`config.mk`:
```
export PLATFORM = sky130hd
export DESIGN_NAME = alu_control_seq
export DESIGN_NICKNAME = d
export VERILOG_FILES = /design/src/rtl/alu_ctrl_pkg.sv /design/src/rtl/alu_ctrl_decode.sv /design/src/rtl/alu_control_seq.sv
export SDC_FILE = /design/constraint.sdc
export NUM_CORES = 1
export LEC_CHECK = 0
export ABC_AREA = 1
export CAP_MARGIN = 20
export CORE_MARGIN = 4
export CORE_UTILIZATION = 45
export CTS_CLUSTER_DIAMETER = 80
export DETAILED_ROUTE_END_ITERATION = 6
export GPL_ROUTABILITY_DRIVEN = 1
export HOLD_SLACK_MARGIN = 0.02
export PLACE_DENSITY = 0.69
export SLEW_MARGIN = 20
export SYNTH_ARGS = -nofsm -noshare
export SYNTH_HDL_FRONTEND = slang
export SYNTH_HIERARCHICAL = 1
export SYNTH_SLANG_ARGS = --single-unit
export TNS_END_PERCENT = 100
```
`constraint.sdc`:
```
create_clock -name clk -period 1.7 [get_ports clk]
set_input_delay 0.255 -clock clk [delete_from_list [all_inputs] [get_ports clk]]
set_output_delay 0.255 -clock clk [all_outputs]
set_load 0.01 [all_outputs]
```
`src/rtl/alu_ctrl_pkg.sv`:
```
// rtl/alu_ctrl_pkg.sv - shared codes, unit select indices and FSM states for the ALU control sequencer
package alu_ctrl_pkg;

   // R-type funct codes understood by the sequencer
   localparam logic [5:0] F_AND     = 6'b100100;
   localparam logic [5:0] F_OR      = 6'b100101;
   localparam logic [5:0] F_ADD     = 6'b100000;
   localparam logic [5:0] F_SUB     = 6'b100010;
   localparam logic [5:0] F_SLT     = 6'b101010;
   localparam logic [5:0] F_SRL     = 6'b000010;
   localparam logic [5:0] F_MUL     = 6'b011001;
   localparam logic [5:0] F_DIVU    = 6'b011011;
   localparam logic [5:0] F_MFHI    = 6'b010000;
   localparam logic [5:0] F_MFLO    = 6'b010010;
   // Internal codes: HILO_WR is only ever driven by the sequencer itself
   localparam logic [5:0] F_HILO_WR = 6'b111111;
   localparam logic [5:0] F_NOP     = 6'b000000;

   // Bit positions inside the one-hot unit_sel bus
   localparam int USEL_ALU    = 0;
   localparam int USEL_SHT    = 1;
   localparam int USEL_MULDIV = 2;
   localparam int USEL_MUX    = 3;

   typedef enum logic [2:0] {
      UC_NONE,
      UC_ALU,
      UC_SHT,
      UC_MULDIV,
      UC_MUX
   } unit_class_e;

   typedef enum logic [1:0] {
      ST_IDLE,
      ST_RUN,
      ST_WB
   } state_e;

   // Map a unit class onto its one-hot select; UC_NONE selects nothing
   function automatic logic [3:0] usel_onehot(input unit_class_e uc);
      logic [3:0] sel;
      sel = 4'b0000;
      case (uc)
         UC_ALU:    sel[USEL_ALU]    = 1'b1;
         UC_SHT:    sel[USEL_SHT]    = 1'b1;
         UC_MULDIV: sel[USEL_MULDIV] = 1'b1;
         UC_MUX:    sel[USEL_MUX]    = 1'b1;
         default:   sel = 4'b0000;
      endcase
      return sel;
   endfunction

endpackage

```
`src/rtl/alu_ctrl_decode.sv`:
```
// rtl/alu_ctrl_decode.sv - combinational funct classifier feeding the sequencer FSM
module alu_ctrl_decode
   import alu_ctrl_pkg::*;
#(
   parameter int FUNCT_W = 6
) (
   input  logic [FUNCT_W-1:0] funct_i,
   output unit_class_e        uclass_o,
   output logic               multi_o,
   output logic               illegal_o
);

   // Classify the funct; anything not listed (including the internal HILO_WR) is illegal
   always_comb begin
      uclass_o  = UC_NONE;
      multi_o   = 1'b0;
      illegal_o = 1'b0;
      case (funct_i)
         FUNCT_W'(F_AND),
         FUNCT_W'(F_OR),
         FUNCT_W'(F_ADD),
         FUNCT_W'(F_SUB),
         FUNCT_W'(F_SLT):  uclass_o = UC_ALU;
         FUNCT_W'(F_SRL):  uclass_o = UC_SHT;
         FUNCT_W'(F_MUL),
         FUNCT_W'(F_DIVU): begin
            uclass_o = UC_MULDIV;
            multi_o  = 1'b1;
         end
         FUNCT_W'(F_MFHI),
         FUNCT_W'(F_MFLO): uclass_o = UC_MUX;
         FUNCT_W'(F_NOP):  uclass_o = UC_NONE;
         default:          illegal_o = 1'b1;
      endcase
   end

endmodule

```
`src/rtl/alu_control_seq.sv`:
```
// rtl/alu_control_seq.sv - ALU control unit: registered decode plus MUL/DIV sequencing with HI/LO write
module alu_control_seq
   import alu_ctrl_pkg::*;
#(
   parameter int FUNCT_W    = 6,
   parameter int MUL_CYCLES = 32,
   parameter int DIV_CYCLES = 32,
   parameter int CNT_W      = 8
) (
   input  logic               clk,
   input  logic               reset,
   input  logic [FUNCT_W-1:0] funct_in,
   input  logic               op_valid,
   output logic               op_ready,
   output logic [FUNCT_W-1:0] ctrl_code,
   output logic [3:0]         unit_sel,
   output logic               busy,
   output logic               hilo_we,
   output logic               done,
   output logic               illegal_op
);

   localparam logic [CNT_W-1:0] MUL_LAST = CNT_W'(MUL_CYCLES - 1);
   localparam logic [CNT_W-1:0] DIV_LAST = CNT_W'(DIV_CYCLES - 1);

   state_e             state_q, state_d;
   logic [CNT_W-1:0]   cnt_q, cnt_d;
   logic [FUNCT_W-1:0] op_q, op_d;
   logic [FUNCT_W-1:0] ctrl_q, ctrl_d;
   logic [3:0]         usel_q, usel_d;
   logic               busy_q, busy_d;
   logic               hwe_q, hwe_d;
   logic               done_q, done_d;
   logic               ill_q, ill_d;

   unit_class_e        dec_class;
   logic               dec_multi;
   logic               dec_illegal;
   logic               accept;
   logic [CNT_W-1:0]   run_last;

   alu_ctrl_decode #(
      .FUNCT_W (FUNCT_W)
   ) u_decode (
      .funct_i   (funct_in),
      .uclass_o  (dec_class),
      .multi_o   (dec_multi),
      .illegal_o (dec_illegal)
   );

   assign op_ready = (state_q == ST_IDLE);
   assign accept   = op_valid && op_ready;
   // Run length follows the latched opcode, so funct_in is free to change during RUN
   assign run_last = (op_q == FUNCT_W'(F_DIVU)) ? DIV_LAST : MUL_LAST;

   // Next-state and next-output logic; every output register defaults to its idle value
   always_comb begin
      state_d = state_q;
      cnt_d   = cnt_q;
      op_d    = op_q;
      ctrl_d  = FUNCT_W'(F_NOP);
      usel_d  = 4'b0000;
      busy_d  = 1'b0;
      hwe_d   = 1'b0;
      done_d  = 1'b0;
      ill_d   = 1'b0;
      case (state_q)
         ST_IDLE: begin
            if (accept) begin
               if (dec_illegal) begin
                  ill_d = 1'b1;
               end else if (dec_multi) begin
                  state_d             = ST_RUN;
                  op_d                = funct_in;
                  cnt_d               = '0;
                  ctrl_d              = funct_in;
                  usel_d[USEL_MULDIV] = 1'b1;
                  busy_d              = 1'b1;
               end else begin
                  ctrl_d = funct_in;
                  usel_d = usel_onehot(dec_class);
                  done_d = 1'b1;
               end
            end
         end
         ST_RUN: begin
            usel_d[USEL_MULDIV] = 1'b1;
            if (cnt_q == run_last) begin
               state_d = ST_WB;
               cnt_d   = '0;
               ctrl_d  = FUNCT_W'(F_HILO_WR);
               hwe_d   = 1'b1;
               done_d  = 1'b1;
            end else begin
               cnt_d  = cnt_q + 1'b1;
               ctrl_d = op_q;
               busy_d = 1'b1;
            end
         end
         ST_WB: begin
            state_d = ST_IDLE;
         end
         default: begin
            state_d = ST_IDLE;
         end
      endcase
   end

   // State, counter and output registers with synchronous reset
   always_ff @(posedge clk) begin
      if (reset) begin
         state_q <= ST_IDLE;
         cnt_q   <= '0;
         op_q    <= FUNCT_W'(F_NOP);
         ctrl_q  <= FUNCT_W'(F_NOP);
         usel_q  <= 4'b0000;
         busy_q  <= 1'b0;
         hwe_q   <= 1'b0;
         done_q  <= 1'b0;
         ill_q   <= 1'b0;
      end else begin
         state_q <= state_d;
         cnt_q   <= cnt_d;
         op_q    <= op_d;
         ctrl_q  <= ctrl_d;
         usel_q  <= usel_d;
         busy_q  <= busy_d;
         hwe_q   <= hwe_d;
         done_q  <= done_d;
         ill_q   <= ill_d;
      end
   end

   assign ctrl_code  = ctrl_q;
   assign unit_sel   = usel_q;
   assign busy       = busy_q;
   assign hilo_we    = hwe_q;
   assign done       = done_q;
   assign illegal_op = ill_q;

endmodule

```
# Word-level counts from Yosys, hierarchy flattened
# Cells that the tools add are included.
# Widths: inputs -> output; s select.
[totals]
reg_bits = 30
latch_bits = 0
ram_bits = 0
rom_bits = 0
input_bits = 9
out_inout_bits = 15
word_cells = 85
memories = 0
[op_classes]
addsub = 1
multipliers = 0
div = 0
magnitude_cmp = 0
eq_ne = 20
shifts = 0
muxes = 36
bitwise_logic = 4
n_reduce_logical = 14
[op_table]
columns = ["op", "n"]
rows = [
  ["$mux 8", 4],
  ["$eq 6x6->1 const B", 5],
  ["$eq 6x5->1 const B", 4],
  ["$mux 6", 3],
  ["$pmux 8 s2", 1],
  ["$mux 1", 15],
  ["$pmux 3 s4", 1],
  ["$pmux 6 s2", 1],
  ["$reduce_and 4->1", 3],
  ["$reduce_or 11->1", 1],
  ["$mux 2", 5],
  ["$reduce_or 5->1", 2],
  ["$add 8x1->8 const B", 1],
  ["$eq 8x5->1 const B", 1],
  ["$eq 3x2->1 const B", 2],
  ["$eq 6x2->1 const B", 1],
  ["$logic_not 6->1", 1],
  ["$mux 3", 2],
  ["$pmux 1 s2", 3],
  ["$reduce_or 2->1", 3],
  ["$ne 2x1->1 const B", 2],
  ["$ne 2x2->1 const B", 2],
  ["$not 1->1", 4],
  ["$pmux 2 s2", 1],
  ["7 further kinds", 7],
]

# Longest topological paths before layout
[depth]
word_depth = 9
depth_mapped = 13
ltp_nobuf = 13

# Hierarchy
# The synthesis kept the hierarchy.
[by_module_without_submodules]
columns = ["mod", "n_inst", "cells_each", "area_each_um2", "seq_area_each_um2"]
rows = [
  ["alu_control_seq", 1, 178, 1318.8, 600.6],
  ["alu_ctrl_decode", 1, 23, 107.6, 0.0],
]

# Worst setup path after synthesis
# OpenSTA, ideal clock, no wires.
[synth_path]
path_kind = "input to register"
from = "in funct_in[5]"
to = "reg op_q[0]"
setup_time_ns = 0.116
t_arrival_ns = 1.147
required_ns = 1.584
slack_ns = 0.437
stages = 10
n_path_buf = 0
path_cell_list = "nor2_1 -> nand4_2 -> nand2_2 -> nor2_2 -> inv_1 -> nand3_2 -> nor2_4 -> inv_2 -> nor2_1 -> nor2_1"
[synth_between]
elab_chain_cells = 4
elab_cells_between_ends = 15
classes_between = "eq/ne: 10; mux: 1; reduce/logical: 4"
[synth_rtl]
columns = ["element", "line", "rtl"]
rows = [
  ["start: declaration", "alu_control_seq.sv:12", "input logic [FUNCT_W-1:0] funct_in,"],
  ["$eq 6x5->1", "alu_ctrl_decode.sv:18", "case (funct_i)"],
  ["$reduce_or 2->1", "alu_ctrl_decode.sv:18", ""],
  ["$mux 1", "alu_ctrl_decode.sv:18", ""],
  ["$reduce_and 4->1 (no source line) *", "--", ""],
  ["end signal: assignment", "alu_control_seq.sv:114", "op_q <= FUNCT_W'(F_NOP);"],
  ["end signal: assignment", "alu_control_seq.sv:124", "op_q <= op_d;"],
  ["end: declaration", "alu_control_seq.sv:28", "logic [FUNCT_W-1:0] op_q, op_d;"],
]
# Mark *: on every way between the ends. The rest lies on a longest branch, timed or not.
# A chain may end at the register's enable or synchronous reset.

# Worst setup path in the final report
[layout_path]
from = "in funct_in[2]"
to = "reg ctrl_q[2] (netlist: ctrl_code[2])"
[layout_between]
elab_chain_cells = 5
elab_cells_between_ends = 15
classes_between = "eq/ne: 10; mux: 3; reduce/logical: 2"
[layout_rtl]
columns = ["element", "line", "rtl"]
rows = [
  ["$eq 6x6->1 (tied with other cells)", "alu_ctrl_decode.sv:18", ""],
  ["$reduce_or 11->1 (no source line)", "--", ""],
  ["$mux 6 *", "alu_control_seq.sv:70", "if (dec_illegal) begin"],
  ["$mux 6 *", "alu_control_seq.sv:69", "if (accept) begin"],
  ["$pmux 6 s2 *", "alu_control_seq.sv:67", "case (state_q)"],
  ["end signal: assignment", "alu_control_seq.sv:115", "ctrl_q <= FUNCT_W'(F_NOP);"],
  ["end signal: assignment", "alu_control_seq.sv:125", "ctrl_q <= ctrl_d;"],
  ["end: declaration", "alu_control_seq.sv:29", "logic [FUNCT_W-1:0] ctrl_q, ctrl_d;"],
]
# Marks and branches as above.

==> flow_summary.toml <==
[placed_design]
gp_congestion = 0.8350
placedCellCount = 280
dp_hpwl_mm = 2.196
place_area_sq_um = 1808
port-buffer-count = 23

[global_route]
grt_max_degree = 19
grt_pass1_wl_mm = 5.264
top_usage_layer = "met2"
use_met2 = 0.2307
antenna_found_initial = 0
grtUsageMet1 = 0.2245
grt_overflow = 0
first_global_vias = 1171
track_usage = 0.1628
met3_usage = 0.04042

[job]
drv_cap = 0

[yosys]
yosys.area.top_type = "dfxtp_1"
synth-seq-cells = 30
syn_area_sq_um = 1426
synth_cells = 201
synth.distinct_cells = 27
netlist_top_cells_count = "nand2_1 (60), dfxtp_1 (30), inv_1 (23)"
async_flop_share = 0
avgSynthCellArea_sq_um = 7.096
synth_seq_area_share = 0.4211
synth_flop_cell = "dfxtp_1"
yosysWarnings = 6
ys_top_cells_by_area = "dfxtp_1 (42%), nand2_1 (16%), nand3_1 (6.3%), inv_1 (6.1%), a21oi_1 (5.6%)"
synth-edff-count = 0
yosysMostFrequentCell = "nand2_1"
syn_nets = 211
synth_top_area_frac = 0.4211

[power]
p_per_area_nw_per_um2 = 726.2
p_leak_uw = 0.0008632
vdd_drop_max_mv = 0.4774

[die]
ios = 24
rows = 20
start_util = 0.4672
die_w_microns = 64.30
core_sq_um = 3053
die_area_sq_um = 4134
fp.dieH_microns = 64.30

[timing]
skew_ns = 0.006482
fin_crit_ns = 1.540
rsz0062_at_grt = "no"
holdWs_ns = 0.4696
hold_viol = 0
period_share = 0.9057
drv_slew = 0
setup_tns_ns = 0
worst_pin_slew_ns = 0.3466
slew_headroom = 0.7681
max_freq_mhz = 649.5
setup_violations = 0

[run_status]
status = "finished, final reports clean"

[worst_setup_path]
cp_max_fo = 9
critPathMaxStageDelay_ns = 0.53
worst_setup_path_end_kind = "flip-flop"
arrival_ns = 1.77
r2r_slack_ns = 0.28
cp-startpoint = "funct_in[2]"
crit_required_ns = 1.93
cp_top_family = "buffers and inverters"
cp-start-kind = "input port"
worstReg2RegEnd = "ctrl_code[2]"
reg2reg_depth = 7
worst-path-buf-inv = 5
cpMostUsedCell = "nand2_1"
cp-endpoint = "ctrl_code[2]"
path_depth = 14
setup.worst_path.class = "input port to flip-flop"
slowest_stage = "clkdlybuf4s50_1"
rr_startpoint = "cnt_q[0]"
crit_path_cell_trace = "clkdlybuf4s50_1 > inv_1 > nand2_1 > nand2_1 > nand2_1 > nand2_2 > nor2_2 > inv_1 > nand3_2 > inv_2 > nand2_1 > nand3_1 > nand2_1 > inv_1"

[routing]
drt-initial-drc-count = 58
drcViolationCount = 0
postRouteAntennaNets = 0
dr.pass1.iters = 4
via_per_inst = 4.552
wl_mm = 2.979
wl_per_cell_microns = 10.34
via_count = 1311

[clocking]
cts_buffers = 5
postCtsSetupRepairBufs = 0
cts_hold_buffers = 0
clk_latency_ns = 0.33
htree_num_levels = 2
clock_path_buffers = 2
cts_tree = "built"
root_buffer = "clkbuf_4"
cts_sinks = 30
clk_pin_slew_ns = 0.09

[final_layout]
final_cells = 288
final_core_util = 0.6209
diodes = 0
synthToLayoutAreaGrowth_pct = 32.89
finalNetCount = 253
final_area_sq_um = 1896
drive_above_1_share = 0.1844

[min_path]
whs_path_depth = 2
hold_class = "flip-flop to flip-flop"
## sequential cells by signal, indices dropped and copies added, names as in the netlist
register	cells
busy	1
op_q	6
ctrl_code	6
illegal_op	1
state_q	2
done	1
cnt_q	8
hilo_we	1
unit_sel	4
## tightest hold or removal path: cells and delay by family, from the launching register on
family,cells,cell delay (ns)
AOI/OAI and AO/OA,1,0.05
DFF,1,0.32
and+or+nand+nor,1,0.06
## cell usage in the layout (no fill, tap or decap), types with 4 or more instances in the layout
master           netlist  routed
inv_2                  4       4
a21oi_1               16      16
dfxtp_1               30      30
nand3_1               18      18
nand2_1               60      59
o21ai_0                4       4
buf_4                  2      16
clkbuf_4               0       5
clkdlybuf4s50_1        0      22
nand2_2                3       4
nor2_1                19      19
inv_1                 23      23
## layer usage
| metal | up-vias | routed length, microns | share of wire |
|---|---|---|---|
| met1 | 566 | 1543 | 0.52 |
| met2 | 24 | 1237 | 0.42 |
| met4 | 0 | 72 | 0.024 |
| li1 | 714 | - | - |
| met3 | 7 | 126 | 0.042 |
| met5 | - | 0 | 0 |
## cell type report
class / instances / area [sq um]
clock inverter: 3 / 40.04
timing repair buffer: 39 / 352.8
tap: 44 / 55.05
clock buffer: 5 / 37.54
sequential: 30 / 600.6
fill: 290 / 1157
inverter: 27 / 101.3
multi-input combinational: 140 / 708.2
## repair_timing
| action | in CTS | in global routing |
|---|---|---|
| endpoints found under the hold margin | 0 | 0 |
| endpoints found under the setup margin | 1 | 6 |
| gates resized for setup | 1 | 3 |
## kinds of logic after synthesis
logic type,Yosys count,share of synthesized area
buf+inv,31,0.08771
compound gates,21,0.07544
flops,30,0.4211
fa+ha+maj,1,0.008771
simple gates,118,0.4070
## where the power goes
group / switching [uW] / internal (uW)
Sequential: 1.25 / 707
Combinational: 56.1 / 55.2
Clock: 252 / 304
Total: 310 / 1070
## worst min-delay path by stage
stage / endpoint / startpoint / slack [ns]
2_1_floorplan: op_q[0] / funct_in[0] / 0.39
3_3_place_gp: op_q[1] / op_q[1] / 0.45
3_5_place_dp: op_q[3] / op_q[3] / 0.46
4_1_cts: op_q[3] / op_q[3] / 0.47
5_1_grt: op_q[3] / op_q[3] / 0.50
6_report: op_q[3] / op_q[3] / 0.47
## metrics by stage
stage,setup slack [ns],total power (uW)
final,0.1603,1377
after global routing,0.006107,1448
after CTS,0.04073,1389
after detailed placement,-0.2411,836.0
after global placement,-0.2222,836.7
after floorplan,0.4368,770.4
Power figures use the tool's default switching activity.
